### src/rtl/rx_pkt_deframer.sv
// Per-channel receive deframer: ADDR_H, ADDR_L, 3-byte -> 2-word payload unpack, XOR checksum.
// S_IDLE wait PktStart | S_ADDR_L addr low byte | S_PAY0..2 payload phase | S_CHK checksum | S_DROP discard
module rx_pkt_deframer #(
  parameter int unsigned PAYLOAD_WORDS = 80,
  parameter logic [15:0] MAX_ADD       = 16'h9600,
  parameter int unsigned TIMEOUT       = 4096
) (
  input  logic        Cclk,
  input  logic        rstn,
  input  logic [7:0]  ByteIn,
  input  logic        ByteValid,
  input  logic        PktStart,
  output logic [15:0] RxAdd,
  output logic        RxAddValid,
  output logic [11:0] RxData,
  output logic        RxValid,
  output logic        PktDone,
  output logic        PktErr,
  output logic [15:0] PktCount,
  output logic [15:0] ErrCount
);

  localparam int WCW = $clog2(PAYLOAD_WORDS + 1);
  localparam int TCW = $clog2(TIMEOUT);
  localparam logic [WCW-1:0] WORDS_LAST = WCW'(PAYLOAD_WORDS - 1);
  localparam logic [TCW-1:0] TMO_LAST   = TCW'(TIMEOUT - 1);
  localparam logic [15:0]    LINE_LEN   = 16'(PAYLOAD_WORDS);

  typedef enum logic [2:0] {
    S_IDLE, S_ADDR_L, S_PAY0, S_PAY1, S_PAY2, S_CHK, S_DROP
  } state_t;

  state_t         state_q, state_d;
  logic [7:0]     addr_h_q, addr_h_d;
  logic [7:0]     b0_q, b0_d;
  logic [3:0]     b1_q, b1_d;
  logic [7:0]     chk_q, chk_d;
  logic [WCW-1:0] wcnt_q, wcnt_d;
  logic [TCW-1:0] tmo_q, tmo_d;
  logic [15:0]    rx_add_d;
  logic [11:0]    rx_data_d;
  logic           add_valid_d, rx_valid_d, pkt_done_d, pkt_err_d;
  logic           pkt_inc, err_inc;
  logic [15:0]    addr_full;
  logic           addr_bad;

  assign addr_full = {addr_h_q, ByteIn};
  assign addr_bad  = (addr_full >= MAX_ADD) || ((addr_full % LINE_LEN) != 16'd0);

  always_comb begin
    state_d     = state_q;
    addr_h_d    = addr_h_q;
    b0_d        = b0_q;
    b1_d        = b1_q;
    chk_d       = chk_q;
    wcnt_d      = wcnt_q;
    tmo_d       = tmo_q;
    rx_add_d    = RxAdd;
    rx_data_d   = RxData;
    add_valid_d = 1'b0;
    rx_valid_d  = 1'b0;
    pkt_done_d  = 1'b0;
    pkt_err_d   = 1'b0;
    pkt_inc     = 1'b0;
    err_inc     = 1'b0;

    if (ByteValid) begin
      tmo_d = '0;
      if (PktStart) begin
        // A restart inside a live packet aborts it; from IDLE or DROP it is a clean start.
        if (state_q != S_IDLE && state_q != S_DROP) begin
          pkt_err_d = 1'b1;
          err_inc   = 1'b1;
        end
        addr_h_d = ByteIn;
        chk_d    = ByteIn;
        state_d  = S_ADDR_L;
      end else begin
        case (state_q)
          S_IDLE: ;
          S_ADDR_L: begin
            chk_d = chk_q ^ ByteIn;
            if (addr_bad) begin
              pkt_err_d = 1'b1;
              err_inc   = 1'b1;
              state_d   = S_DROP;
            end else begin
              rx_add_d    = addr_full;
              add_valid_d = 1'b1;
              wcnt_d      = '0;
              state_d     = S_PAY0;
            end
          end
          S_PAY0: begin
            b0_d    = ByteIn;
            chk_d   = chk_q ^ ByteIn;
            state_d = S_PAY1;
          end
          S_PAY1: begin
            b1_d       = ByteIn[3:0];
            chk_d      = chk_q ^ ByteIn;
            rx_data_d  = {b0_q, ByteIn[7:4]};
            rx_valid_d = 1'b1;
            wcnt_d     = wcnt_q + 1'b1;
            state_d    = S_PAY2;
          end
          S_PAY2: begin
            chk_d      = chk_q ^ ByteIn;
            rx_data_d  = {b1_q, ByteIn};
            rx_valid_d = 1'b1;
            wcnt_d     = wcnt_q + 1'b1;
            state_d    = (wcnt_q == WORDS_LAST) ? S_CHK : S_PAY0;
          end
          S_CHK: begin
            pkt_done_d = 1'b1;
            if (ByteIn == chk_q) begin
              pkt_inc = 1'b1;
            end else begin
              pkt_err_d = 1'b1;
              err_inc   = 1'b1;
            end
            state_d = S_IDLE;
          end
          S_DROP: ;
          default: state_d = S_IDLE;
        endcase
      end
    end else if (state_q != S_IDLE) begin
      if (tmo_q == TMO_LAST) begin
        tmo_d   = '0;
        state_d = S_IDLE;
        // DROP already charged its error on entry.
        if (state_q != S_DROP) begin
          pkt_err_d = 1'b1;
          err_inc   = 1'b1;
        end
      end else begin
        tmo_d = tmo_q + 1'b1;
      end
    end
  end

  always_ff @(posedge Cclk or negedge rstn) begin
    if (!rstn) begin
      state_q    <= S_IDLE;
      addr_h_q   <= '0;
      b0_q       <= '0;
      b1_q       <= '0;
      chk_q      <= '0;
      wcnt_q     <= '0;
      tmo_q      <= '0;
      RxAdd      <= '0;
      RxAddValid <= 1'b0;
      RxData     <= '0;
      RxValid    <= 1'b0;
      PktDone    <= 1'b0;
      PktErr     <= 1'b0;
      PktCount   <= '0;
      ErrCount   <= '0;
    end else begin
      state_q    <= state_d;
      addr_h_q   <= addr_h_d;
      b0_q       <= b0_d;
      b1_q       <= b1_d;
      chk_q      <= chk_d;
      wcnt_q     <= wcnt_d;
      tmo_q      <= tmo_d;
      RxAdd      <= rx_add_d;
      RxAddValid <= add_valid_d;
      RxData     <= rx_data_d;
      RxValid    <= rx_valid_d;
      PktDone    <= pkt_done_d;
      PktErr     <= pkt_err_d;
      if (pkt_inc && PktCount != 16'hFFFF) PktCount <= PktCount + 16'd1;
      if (err_inc && ErrCount != 16'hFFFF) ErrCount <= ErrCount + 16'd1;
    end
  end

endmodule

### config.mk
export PLATFORM = sky130hd
export DESIGN_NAME = rx_pkt_deframer
export DESIGN_NICKNAME = d
export VERILOG_FILES = /design/src/rtl/rx_pkt_deframer.sv
export SDC_FILE = /design/constraint.sdc
export NUM_CORES = 1
export LEC_CHECK = 0
export CORE_MARGIN = 2
export CORE_UTILIZATION = 35
export DETAILED_ROUTE_END_ITERATION = 12
export MAX_ROUTING_LAYER = met4
export PLACE_DENSITY = 0.55
export SLEW_MARGIN = 25
export SYNTH_ARGS = -nofsm -noshare
export SYNTH_HDL_FRONTEND = slang
export SYNTH_SLANG_ARGS = --single-unit
### constraint.sdc
create_clock -name Cclk -period 6.6 [get_ports Cclk]
set_input_delay 1.98 -clock Cclk [delete_from_list [all_inputs] [get_ports Cclk]]
set_output_delay 1.98 -clock Cclk [all_outputs]
set_load 0.01 [all_outputs]
# After elaboration in Yosys (flattened, before gate mapping)
# Cells that the tools add are included.
# Widths: inputs -> output; s select.
[totals]
in_bits = 12
word_cells = 99
ff_bits = 114
out_inout_bits = 64
[classes]
n_addsub = 4
bitwise_logic = 3
n_reduce_logical = 23
n_eq_ne = 14
n_div = 1
magnitude_cmp = 1
mux = 38
[op_table]
columns = ["cell", "count"]
rows = [
  ["$mux 12", 3],
  ["$add 16x1->16 const B", 2],
  ["$ne 16x16->1 const B", 2],
  ["$pmux 12 s2", 1],
  ["$mux 1", 22],
  ["$mux 3", 6],
  ["$ge 16x16->1 const B", 1],
  ["$mod 16x7->16 const B", 1],
  ["$mux 8", 2],
  ["$reduce_bool 16->1", 1],
  ["$pmux 3 s5", 1],
  ["$pmux 7 s2", 1],
  ["$add 12x1->12 const B", 1],
  ["$eq 12x12->1 const B", 1],
  ["$reduce_and 3->1", 4],
  ["$reduce_bool 2->1", 5],
  ["$eq 3x3->1 const B", 3],
  ["$eq 8x8->1", 1],
  ["$reduce_and 4->1", 2],
  ["$xor 8x8->8", 1],
  ["$add 7x1->7 const B", 1],
  ["$eq 7x7->1 const B", 1],
  ["$mux 7", 1],
  ["$eq 3x2->1 const B", 2],
  ["other kinds (13)", 18],
]

# Logic depth before layout (Yosys ltp)
# Gate-level depths: netlist of run 1.
[depth]
word_depth = 8
ltp_mapped = 16
depth_no_buf = 12

# Worst setup path before layout of run 1
# No wires, ideal clock.
[synth_path]
path_kind = "input to register"
start = "input port ByteIn[7]"
end = "register RxAdd[15]"
setup_time_ns = 0.128
t_required_ns = 6.472
path_slack_ns = 1.927
t_arrival_ns = 4.545
path_stages = 12
path_cell_list = "clkbuf_1 > nand2_1 > nor3_1 > a2bb2o_1 > nor3_1 > nand2_1 > a2111oi_0 > a311oi_1 > or2_4 > nor4_4 > buf_6 > mux2_1"
[synth_via]
elab_chain_cells = 5
word_cells_on_any_way = 6
cone_classes = "div: 1; order compare: 1; bitwise: 1; reduce/logical: 3"
[synth_rtl]
columns = ["element", "line_no", "source"]
rows = [
  ["start: declaration", "10", "input logic [7:0] ByteIn,"],
  ["$mod 16x7->16", "48", "assign addr_bad = (addr_full >= MAX_ADD) || ((addr_full % LINE_LEN) != 16'd0);"],
  ["$reduce_bool 16->1", "48", ""],
  ["$logic_or 1x1->1 *", "48", ""],
  ["$not 1->1 (no line) *", "--", ""],
  ["$reduce_and 4->1 (no line) *", "--", ""],
  ["end signal: assignment", "168", "RxAdd <= rx_add_d;"],
  ["end: declaration", "13", "output logic [15:0] RxAdd,"],
]
# Mark *: on every way between the ends. The rest lies on a longest branch, timed or not.
# A chain may end at the register's enable or synchronous reset.

# Worst setup path after layout of run 1
[layout_path]
start = "input port ByteIn[7]"
end = "register RxAdd[12]"
# Same word-level chain as after synthesis.

==> results of run 1 <==
[cell usage after synthesis, drive strengths merged (4+ instances only)]
library cell  instances
a21oi                37
a31oi                 4
and2                  4
and3                 12
buf                   8
clkbuf               31
dfrtp               114
ha                    4
inv                  10
mux2                 30
mux2i                21
nand2                62
nand2b                5
nand3                19
nand4                10
nor2                 64
nor2b                11
nor3                 15
nor3b                 6
nor4                  7
o21ai                24
o22ai                 4
o31ai                 5
or2                   4
xnor2                26
xor2                 25
[placed cells by master, fill, tap and decap left out, types with 4 or more instances in the layout]
cell type,n
nor2_1,63
dfrtp_1,114
nor3_1,15
nor3b_1,6
o31ai_1,5
nor4_1,6
nand4_1,10
a31oi_1,4
mux2_2,24
buf_4,6
a21oi_1,37
nand3_1,19
xor2_1,25
mux2_1,6
inv_1,10
nand2_1,62
nand2b_1,5
o21ai_0,22
clkinv_4,4
ha_1,4
and3_1,11
clkinvlp_4,5
clkbuf_16,17
clkdlybuf4s50_1,74
o22ai_1,4
mux2i_1,21
xnor2_1,26
nor2b_1,10
[per-stage QoR]
stage	std cells	area [sq um]	hold slack [ns]	power (uW)
global placement	877	6920	0.467	1620
detailed placement	877	6920	0.474	1640
finish	909	7550	0.483	2580
global route	909	7550	0.508	2730
CTS	909	7540	0.488	2610
floorplan	615	6020	0.449	1380
[final timing paths]
kind | endpoint | cells after the start | slack (ns)
min reg2reg | ErrCount[9]$_DFFE_PN0P_ | 1 | 0.48
max reg2reg | RxAdd[12]$_DFFE_PN0P_ | 12 | 1.67
max | RxAdd[12]$_DFFE_PN0P_ | 12 | 1.41
min | ErrCount[9]$_DFFE_PN0P_ | 1 | 0.48
min in group asynchronous | RxData[7]$_DFFE_PN0P_ | 1 | 1.59
max in group asynchronous | wcnt_q[4]$_DFFE_PN0P_ | 2 | 4.01
[flip-flops by register name (all words and copies together), names as in the netlist]
signal,count
PktCount,16
RxValid,1
RxAddValid,1
chk_q,8
RxData,12
PktDone,1
wcnt_q,7
addr_h_q,8
state_q,3
tmo_q,12
b1_q,4
b0_q,8
ErrCount,16
PktErr,1
RxAdd,16
[per-layer routing]
layer	vias up	track usage, %
met5	-	-
met4	0	5.44
met3	17	3.82
met2	107	25.3
met1	2397	23.4
li1	2297	-
[cell type report]
cell class | instances | area [sq um]
fill | 1579 | 9150
clock inverter | 14 | 180
timing repair buffer | 81 | 797
inverter | 10 | 37.5
sequential | 114 | 2850
tap | 220 | 275
clock buffer | 18 | 439
multi-input combinational | 452 | 2970
[power by group through the flow]
stage	clock [uW]	sequential [uW]	combinational, uW
after floorplan	0	979	398
after global placement	0	993	631
after detailed placement	0	1000	644
after CTS	968	992	649
after global routing	1000	1020	713
final	945	992	645
[cell families (layout without fill, tap and decap cells)]
group / after synthesis / count (layout) / share of synthesized area, %
xor gates and xnor gates: 51 / 51 / 7.42
AOI/OAI and AO/OA: 107 / 107 / 11.6
muxes: 51 / 51 / 9.10
and+or+nand+nor: 239 / 239 / 20.3
buffers and inverters: 49 / 123 / 3.39
DFF: 114 / 114 / 47.4
adders and majority gates: 4 / 4 / 0.831
==> out/summary.log, run 1 <==
[cells_and_area] ant diodes 0
[place] detailed-placement wirelength estimate 9840 microns
[pwr] net switching share of the total power 31.2%
[timing] remaining max-slew budget at the tightest pin 41.7%
[timing] unrepaired setup endpoints after global routing no
[flow_run] Max Cap Violations 0
[floorplanning] DIE HEIGHT 135 microns
[floorplanning] core region area 16700 sq um
[worst_setup_path] cell family with the largest share of critical-path delay simple AND/OR/NAND/NOR gates
[yosys] summed instance area of the synthesized netlist 6020 sq um
[cells_and_area] Post-Route Utilization 45.2%
[worst_setup_path] highest net fanout along the worst path 18
[worst_setup_path] critical path type input pin to flip-flop
[yosys] sequential fraction of the synthesis area 47.4%
[global_routing] pin count of the biggest net entering global routing 76
[detailed_routing] met2 wire length 6630 microns
[detailed_routing] top layer used by detailed routing met4
[clock_network] TritonCTS clock tree built
[yosys] Unique masters post-synth 70
[timing] setup slack of the critical path after layout 1.41 ns
[pwr] portion of total power attributed to sequential cells 38.4%
[detailed_routing] number of violations reported at the end of detailed-routing iteration 0 367
[timing] ratio of final minimum period to clock period 78.7%
[yosys] synthesized netlist cell count 615
[clock_network] PostCTS Resize Cnt 0
[yosys] Post-synth ARST share 100%
[clock_network] depth of the CTS H-tree 4
[timing] Final min period 5.19 ns
[worst_setup_path] combined buffer and inverter count along the critical path 2
[worst_setup_path] CP Launch Type input pin
[worst_setup_path] Worst EP required 6.89 ns
[outcome] run status completed
[pwr] Leak 0.00321 uW
[cells_and_area] fraction of final layout cells with drive strength greater than 1 10.7%
[yosys] EDFF count, synth 0
[floorplanning] IO Pins 76
[clock_network] clock-pin slew on the worst setup and hold paths 0.06 ns
[global_routing] number of global-route vias before repair 4688
[timing] Highest Clock Rate 192 MHz
[detailed_routing] Post-DRT Antenna Nets 0
[global_routing] remaining global-route overflow 0
[pwr] Combinational Power Share 25.0%
[detailed_routing] Routed WL per cell 15.8 microns
[timing] final slew viol count 0
[timing] total negative slack for setup checks 0 ns
[clock_network] CTS Buf Count 17
[timing] setup violation total in the final timing report 0
[pwr] clock network fraction of design power 36.6%
[pwr] maximum ir drop on the vdd rail 0.230 mV
[cells_and_area] net count reported at finish 692
[detailed_routing] remaining design rule violation count 0
[worst_setup_path] Crit path arrival time 5.49 ns
[yosys] dominant register cell in the synthesized netlist dfrtp_1
[cells_and_area] relative area change from synthesis to final layout 25.4%
[floorplanning] effective utilization at floorplan 36.1%
[timing] Hold Vio Cnt, Final 0
[clock_network] Post CTS Setup Buffer Count 0
[yosys] register bit count reported by yosys 114
[place] RePlAce Congestion 0.805
[global_routing] All-Layer GR Usage 17.1%
[floorplanning] die outline area 18300 sq um
[detailed_routing] total wire length after detailed routing 14400 microns
[global_routing] wire length of the first global-routing pass 24200 microns
[worst_setup_path] startpoint of the most critical register-to-register path addr_h_q[7]$_DFFE_PN0P_
[global_routing] antenna violations before repair 0
[yosys] Synth Warn # 0
[worst_setup_path] slowest stage cell on the critical path nor4_4
[clock_network] Root Driver clkbuf_16
[detailed_routing] wire length on met3 582 microns
[clock_network] maximum number of buffers from clock root to sink 2
[min_path] startpoint of the tightest hold check path ErrCount[9]$_DFFE_PN0P_
[detailed_routing] Via-to-Cell Ratio 5.30
[detailed_routing] Post-Route M1 WL 6950 microns
[floorplanning] std cell rows 47
[place] total of buffers placed on input and output ports 75
[clock_network] clock sink count 114
[min_path] class of the tightest hold or removal check flip-flop to flip-flop
[pwr] internal cell power 1780 uW
[timing] setup skew after layout 0.0130 ns
[place] post-placement worst setup slack 0.945 ns
[clock_network] Clock Latency Late Sink 0.41 ns
[detailed_routing] total number of vias 4818
[worst_setup_path] critical path endpoint category flip-flop
[worst_setup_path] launching instance or port of the critical path ByteIn[7]
[detailed_routing] number of detailed-route iterations in the first pass 4
[yosys] synthesized net count 631
[yosys] top-area cell type share of the netlist area 47.4%
[pwr] P_sw 805 uW
[timing] actual transition at the worst max-transition pin 0.867 ns
[yosys] cell accounting for the most synthesized area dfrtp_1
[worst_setup_path] largest stage delay on the critical path 0.73 ns
[worst_setup_path] cell-by-cell trace of the critical path clkdlybuf4s50_1 -> buf_4 -> nand2_1 -> nor3_1 -> a2bb2o_1 -> nor3_1 -> nand2_1 -> a2111oi_0 -> a311oi_1 -> or2_4 -> nor4_4 -> mux2_2
[yosys] synthesized area per cell 9.79 sq um
[floorplanning] die span in x 135 microns
[yosys] cell types with the largest area share after synthesis dfrtp_1, mux2_2, nor2_1
[clock_network] cts-stage hold buffer count 0
[pwr] PD cells 342 nW/um^2
(Power assumes the default switching activity.)
==> run 2, diff against run 1 <==
==> constraint.sdc (replaced) <==
create_clock -name Cclk -period 5.3 [get_ports Cclk]
set_input_delay 1.59 -clock Cclk [delete_from_list [all_inputs] [get_ports Cclk]]
set_output_delay 1.59 -clock Cclk [all_outputs]
set_load 0.01 [all_outputs]
==> run 2 against run 1 <==
Net effect: flip-flop and latch count stayed put; critical path depth is 1 higher; non-clock buffer count rose by 4; final area increased by 0.36%; hold slack improved by 0.0018 ns; critical endpoint unchanged; register-to-register slack lost 1.0 ns; clock power increased by 27%; sequential share of layout area is 0.14 points lower; power is 25% higher; largest cell class unchanged; combinational power up 24%; wire length about the same; setup slack worse by 0.77 ns.
==> out/summary.log, run 2 (synthesis gave the netlist of run 1 again) <==
[place] instance area at placement 6950 sq um [+0.43%]
[place] total of buffers placed on input and output ports 75 [unchanged]
[place] post-placement worst setup slack 0.364 ns [-0.582 ns]
[cells_and_area] Post-Layout Inst Area 7580 sq um [+0.36%]
[timing] ratio of final minimum period to clock period 88.0%
[timing] Final min period 4.66 ns
[global_routing] wire length of the first global-routing pass 24500 microns [+1.5%]
[cells_and_area] relative area change from synthesis to final layout 25.8%
[timing] remaining max-slew budget at the tightest pin 46.3% [+4.6 points]
[detailed_routing] Routed WL per cell 15.7 microns [-0.36%]
[detailed_routing] total wire length after detailed routing 14400 microns [about the same]
[pwr] Leak 0.00325 uW [+1.2%]
[detailed_routing] Post-DRT Antenna Nets 0 [unchanged]
[cells_and_area] most used cells in the layout excluding fill and tap cells dfrtp_1, clkdlybuf4s50_1, nor2_1
[timing] total negative slack for setup checks 0 ns [unchanged]
[worst_setup_path] critical path type flip-flop to flip-flop
[cells_and_area] most frequent standard cell in the layout excluding fill and tap cells dfrtp_1
[timing] Hold Vio Cnt, Final 0 [unchanged]
[detailed_routing] number of violations reported at the end of detailed-routing iteration 0 255 [-31%]
[worst_setup_path] Crit path arrival time 4.96 ns [-0.53 ns]
[clock_network] clock sink count 114 [unchanged]
[global_routing] antenna violations before repair 0 [unchanged]
[clock_network] maximum number of buffers from clock root to sink 2 [unchanged]
[worst_setup_path] CP Launch Type flip-flop
[global_routing] All-Layer GR Usage 17.5% [+0.45 points]
[cells_and_area] net count reported at finish 696 [+0.58%]
[floorplanning] effective utilization at floorplan 36.1% [unchanged]
[timing] setup violation total in the final timing report 0 [unchanged]
[outcome] run status completed
[timing] Highest Clock Rate 214 MHz
[clock_network] CTS Buf Count 17 [unchanged]
[clock_network] cts-stage hold buffer count 0 [unchanged]
[flow_run] Max Cap Violations 0 [unchanged]
[floorplanning] IO Pins 76 [unchanged]
[floorplanning] core region area 16700 sq um [unchanged]
[clock_network] TritonCTS clock tree built
[pwr] maximum ir drop on the vdd rail 0.242 mV [+5.2%]
[global_routing] number of global-route vias before repair 4755 [+1.4%]
[floorplanning] die outline area 18300 sq um [unchanged]
[timing] final slew viol count 0 [unchanged]
[worst_setup_path] critical path endpoint category flip-flop
[pwr] overall power consumption 3230 uW [+25%]
[global_routing] remaining global-route overflow 0 [unchanged]
[global_routing] pin count of the biggest net entering global routing 64 [-16%]
[timing] setup skew after layout 0.0101 ns [-0.00289 ns]
[worst_setup_path] Worst EP required 5.60 ns [-1.29 ns]
[place] RePlAce Congestion 0.861 [+6.9%]
[detailed_routing] total number of vias 4766 [-1.1%]
[detailed_routing] Via-to-Cell Ratio 5.22 [-1.5%]
[timing] unrepaired setup endpoints after global routing no
[pwr] PD cells 427 nW/um^2 [+25%]
[timing] Post-Route Hold Slack 0.484 ns [+0.00178 ns]
[clock_network] depth of the CTS H-tree 4 [unchanged]
[detailed_routing] number of detailed-route iterations in the first pass 5 [+1]
[place] detailed-placement wirelength estimate 9860 microns [+0.25%]
[clock_network] Post CTS Setup Buffer Count 0 [unchanged]
[min_path] class of the tightest hold or removal check flip-flop to flip-flop
[timing] setup slack of the critical path after layout 0.636 ns [-0.769 ns]
[timing] actual transition at the worst max-transition pin 0.806 ns [-0.0619 ns]
[floorplanning] std cell rows 47 [unchanged]
[worst_setup_path] highest net fanout along the worst path 19 [+1]
[clock_network] PostCTS Resize Cnt 0 [unchanged]
[floorplanning] DIE HEIGHT 135 microns [unchanged]
[cells_and_area] fraction of final layout cells with drive strength greater than 1 10.8% [+0.082 points]
[clock_network] clock-pin slew on the worst setup and hold paths 0.05 ns [about the same]
[cells_and_area] largest registers ErrCount (16), PktCount (16), RxAdd (16)
[clock_network] Root Driver clkbuf_16
[floorplanning] die span in x 135 microns [unchanged]
[clock_network] Clock Latency Late Sink 0.41 ns [about the same]
[detailed_routing] remaining design rule violation count 0 [unchanged]
[cells_and_area] ant diodes 0 [unchanged]
[run 2: changes by cell type in the layout (fill, tap and decap cells not counted)]
cell        before  now
buf_4            6   11
clkinv_2         0    4
clkinvlp_4       5    1
clkbuf_1         0    3
clkinv_4         4    1
inv_6            2    0
buf_6            1    0
bufinv_16        3    4
clkbuf_8         1    2
[run 2: report_power, final]
| part | internal (uW) | leakage (uW) | switching, uW |
|---|---|---|---|
| logic | 407 | 0.00149 | 390 |
| clock network | 808 | 0.000304 | 392 |
| registers | 1050 | 0.00146 | 185 |
| total | 2270 | 0.00325 | 966 |
[run 2: cell type report]
| type | count | area, sq um |
|---|---|---|
| Multi-Input combinational cell | 452 | 2970 |
| Sequential cell | 114 | 2850 |
| Timing Repair Buffer | 85 | 823 |
| Inverter | 10 | 37.5 |
| Clock buffer | 22 | 464 |
| Fill cell | 1632 | 9120 |
| Tap cell | 220 | 275 |
| Clock inverter | 10 | 156 |
[run 2: per-stage QoR]
stage / cells / util (%)
after detailed placement: 881 / 41.6
after global placement: 881 / 41.6
after global routing: 913 / 45.4
final: 913 / 45.4
after CTS: 913 / 45.4
after floorplan: 615 / -
[run 2: final timing paths]
kind                            cells after the start               startpoint                     to  slack (ns)
worst max register to register                     13  addr_h_q[7]$_DFFE_PN0P_  RxAdd[12]$_DFFE_PN0P_        0.64
worst min-delay path                                1    RxAdd[11]$_DFFE_PN0P_  RxAdd[11]$_DFFE_PN0P_        0.48
min in group asynchronous                           1                     rstn      RxValid$_DFF_PN0_        1.27
worst min register to register                      1    RxAdd[11]$_DFFE_PN0P_  RxAdd[11]$_DFFE_PN0P_        0.48
worst max-delay path                               13  addr_h_q[7]$_DFFE_PN0P_  RxAdd[12]$_DFFE_PN0P_        0.64
max in group asynchronous                           2                     rstn  wcnt_q[5]$_DFFE_PN0P_        3.12
[run 2: metal layers]
| metal | global-route usage [%] | wire length (microns) | vias up |
|---|---|---|---|
| met5 | - | 0 | - |
| met2 | 25.8 | 6500 | 110 |
| met4 | 5.56 | 174 | 0 |
| li1 | - | - | 2310 |
| met1 | 23.6 | 6980 | 2325 |
| met3 | 4.83 | 712 | 21 |
[run 2: critical path, cell delays in order (launching register included)]
cell	delay, ns
dfrtp_1	0.59
or4b_4	0.64
or2_1	0.27
a32oi_2	0.28
or2_1	0.30
nor3_1	0.08
or4_1	0.56
and3_4	0.22
nor4_1	0.26
a311oi_1	0.15
or2_4	0.34
nor4_4	0.20
buf_4	0.27
mux2_2	0.37
==> run 3, diff against run 2 <==
--- a/config.mk
+++ b/config.mk
@@ -5,11 +5,13 @@
 export SDC_FILE = /design/constraint.sdc
 export NUM_CORES = 1
 export LEC_CHECK = 0
+export CELL_PAD_IN_SITES_DETAIL_PLACEMENT = 1
+export CELL_PAD_IN_SITES_GLOBAL_PLACEMENT = 1
 export CORE_MARGIN = 2
-export CORE_UTILIZATION = 35
+export CORE_UTILIZATION = 43
 export DETAILED_ROUTE_END_ITERATION = 12
 export MAX_ROUTING_LAYER = met4
-export PLACE_DENSITY = 0.55
+export PLACE_DENSITY = 0.8
 export SLEW_MARGIN = 25
 export SYNTH_ARGS = -nofsm -noshare
 export SYNTH_HDL_FRONTEND = slang
==> run 3 against run 2 <==
Net effect: first-iteration DRC count up 8.2%; critical path type unchanged; fmax down 2.7%; setup slack worse by 0.13 ns; sequential power about the same; highest routed layer unchanged; critical endpoint is now RxAdd[6]$_DFFE_PN0P_; via count up 4.4%.
==> out/summary.log, run 3 (synthesis gave the netlist of run 1 again) <==
[outcome] run status completed
[place] total of buffers placed on input and output ports 75 [unchanged]
[worst_setup_path] cell count of the worst reg-to-reg path 13 [unchanged]
[flow_run] Max Cap Violations 0 [unchanged]
[worst_setup_path] critical path type flip-flop to flip-flop
[clock_network] Post CTS Setup Buffer Count 0 [unchanged]
[place] placed cell count 845 [-4.1%]
[pwr] maximum ir drop on the vdd rail 0.230 mV [-5.2%]
[global_routing] antenna violations before repair 0 [unchanged]
[clock_network] TritonCTS clock tree built
[floorplanning] std cell rows 43 [-8.5%]
[clock_network] clock sink count 114 [unchanged]
[min_path] number of cells on the worst hold path 1 [unchanged]
[worst_setup_path] cell-by-cell trace of the critical path or4b_4 -> or2_1 -> a32oi_2 -> or2_1 -> nor3_1 -> o311ai_0 -> nand3_1 -> a2111oi_0 -> a311oi_1 -> or2_4 -> nor4_4 -> buf_4 -> mux2_2
[timing] setup skew after layout 0.00875 ns [-0.00134 ns]
[floorplanning] die span in x 122 microns [-9.5%]
[detailed_routing] total number of vias 4974 [+4.4%]
[clock_network] maximum number of buffers from clock root to sink 2 [unchanged]
[cells_and_area] fillers 1521 [-6.8%]
[detailed_routing] met2 wire length 8430 microns [+30%]
[place] detailed-placement wirelength estimate 11000 microns [+12%]
[worst_setup_path] largest stage delay on the critical path 0.56 ns [-0.08 ns]
[timing] ratio of final minimum period to clock period 90.5% [+2.5 points]
[cells_and_area] area taken by flip-flops and latches 2850 sq um [unchanged]
[detailed_routing] wire length on met3 657 microns [-7.7%]
[floorplanning] die outline area 15000 sq um [-18%]
[clock_network] cts-stage hold buffer count 0 [unchanged]
[floorplanning] effective utilization at floorplan 43.7% [+7.7 points]
[global_routing] remaining global-route overflow 0 [unchanged]
[timing] Hold Vio Cnt, Final 0 [unchanged]
[pwr] Leak 0.00330 uW [+1.4%]
[global_routing] All-Layer GR Usage 24.7% [+7.2 points]
[detailed_routing] total wire length after detailed routing 17000 microns [+18%]
[worst_setup_path] highest net fanout along the worst path 16 [-3]
[cells_and_area] fraction of final layout cells with drive strength greater than 1 11.5% [+0.66 points]
[detailed_routing] top layer used by detailed routing met4
[worst_setup_path] slowest stage cell on the critical path or4b_4
[clock_network] Root Driver clkbuf_16
[worst_setup_path] cell with the most instances on the worst path or2_1
[timing] total negative slack for setup checks 0 ns [unchanged]
[detailed_routing] Routed WL per cell 19.4 microns [+23%]
[timing] setup slack of the critical path after layout 0.506 ns [-0.130 ns]
[cells_and_area] relative area change from synthesis to final layout 26.4%
[detailed_routing] remaining design rule violation count 0 [unchanged]
[clock_network] clock-pin slew on the worst setup and hold paths 0.05 ns [about the same]
[cells_and_area] largest registers ErrCount (16), PktCount (16), RxAdd (16)
[cells_and_area] ant diodes 0 [unchanged]
[timing] unrepaired setup endpoints after global routing no
[floorplanning] core region area 13800 sq um [-18%]
[place] post-placement worst setup slack 0.404 ns [+0.0403 ns]
[clock_network] PostCTS Resize Cnt 0 [unchanged]
[clock_network] CTS Buf Count 17 [unchanged]
[worst_setup_path] CP Launch Type flip-flop
[cells_and_area] total area of multi-input combinational cells 2970 sq um [+0.13%]
[detailed_routing] Via-to-Cell Ratio 5.67 [+8.6%]
[floorplanning] DIE HEIGHT 122 microns [-9.5%]
[detailed_routing] Post-DRT Antenna Nets 0 [unchanged]
[timing] final slew viol count 0 [unchanged]
[worst_setup_path] critical path endpoint category flip-flop
[pwr] overall power consumption 3400 uW [+5.3%]
[worst_setup_path] startpoint of the most critical register-to-register path addr_h_q[3]$_DFFE_PN0P_
[place] RePlAce Congestion 0.865 [+0.51%]
[detailed_routing] number of detailed-route iterations in the first pass 4 [-1]
[worst_setup_path] worst reg2reg setup slack 0.51 ns [-0.13 ns]
[clock_network] depth of the CTS H-tree 4 [unchanged]
[worst_setup_path] destination of the worst register-to-register timing path RxAdd[6]$_DFFE_PN0P_
[worst_setup_path] Crit path arrival time 5.08 ns [+0.12 ns]
[worst_setup_path] Worst EP required 5.59 ns [about the same]
[timing] actual transition at the worst max-transition pin 0.776 ns [-0.0294 ns]
[cells_and_area] Final Non-Filler Cells 877 [-3.9%]
[timing] Final min period 4.79 ns [+0.130 ns]
[clock_network] Clock Latency Late Sink 0.41 ns [about the same]
[min_path] hold worst-path end RxAdd[10]$_DFFE_PN0P_
[timing] Highest Clock Rate 209 MHz [-2.7%]
[floorplanning] IO Pins 76 [unchanged]
[cells_and_area] Post-Route Utilization 55.3% [+9.9 points]
[timing] setup violation total in the final timing report 0 [unchanged]
[cells_and_area] net count reported at finish 700 [+0.57%]
[global_routing] number of global-route vias before repair 5360 [+13%]
[pwr] PD cells 447 nW/um^2 [+4.8%]
[worst_setup_path] Crit path depth 13 [unchanged]
[timing] remaining max-slew budget at the tightest pin 48.3% [+2.0 points]
[global_routing] wire length of the first global-routing pass 28100 microns [+15%]
[cells_and_area] most frequent standard cell in the layout excluding fill and tap cells dfrtp_1
[min_path] class of the tightest hold or removal check flip-flop to flip-flop
[worst_setup_path] cell family with the largest share of critical-path delay simple AND/OR/NAND/NOR gates
[detailed_routing] number of violations reported at the end of detailed-routing iteration 0 276 [+8.2%]
[min_path] startpoint of the tightest hold check path RxAdd[10]$_DFFE_PN0P_
[cells_and_area] most used cells in the layout excluding fill and tap cells dfrtp_1, clkdlybuf4s50_1, nor2_1
[global_routing] pin count of the biggest net entering global routing 84 [+31%]
[detailed_routing] Post-Route M1 WL 7610 microns [+9.1%]
[worst_setup_path] combined buffer and inverter count along the critical path 1 [unchanged]
==> run 3: changes by cell type in the layout (fill, tap and decap cells not counted), sizes merged <==
cell,before,now
clkinvlp,1,0
buf,11,15
bufinv,4,6
clkinv,5,4
==> run 3: metal layers <==
metal  track usage [%]  up-vias
met5                 -        -
met4              7.54        0
met3              5.25       23
met2              40.3      101
met1              31.1     2540
li1                  -     2310
==> run 3: where the power goes <==
part	switching [uW]	internal [uW]
Sequential	181	1050
Clock	401	905
Combinational	452	414
Total	1030	2370
==> run 3: through the flow <==
stage / hold slack, ns / area (sq um)
2_1_floorplan: 0.449 / 6020
3_3_place_gp: 0.463 / 6930
3_5_place_dp: 0.478 / 6940
4_1_cts: 0.492 / 7610
5_1_grt: 0.507 / 7610
6_report: 0.484 / 7610
==> run 3: final cells by class <==
cell class / instances / share of cell area (%)
multi-input combinational: 452 / 39.0
sequential: 114 / 37.5
clock buffer: 22 / 6.10
tap: 180 / 2.96
inverter: 10 / 0.493
clock inverter: 10 / 2.68
timing repair buffer: 89 / 11.3
==> run 3: how the worst max path moves through the flow <==
stage | start | to | slack [ns]
3_3_place_gp | ByteIn[7] | ErrCount[1]$_DFFE_PN0P_ | 0.28
4_1_cts | addr_h_q[3]$_DFFE_PN0P_ | RxAdd[6]$_DFFE_PN0P_ | 0.63
3_5_place_dp | ByteIn[7] | RxAdd[12]$_DFFE_PN0P_ | 0.40
2_1_floorplan | ByteIn[7] | RxAdd[15]$_DFFE_PN0P_ | 1.02
5_1_grt | addr_h_q[2]$_DFFE_PN0P_ | ErrCount[14]$_DFFE_PN0P_ | 0.20
6_report | addr_h_q[3]$_DFFE_PN0P_ | RxAdd[6]$_DFFE_PN0P_ | 0.51
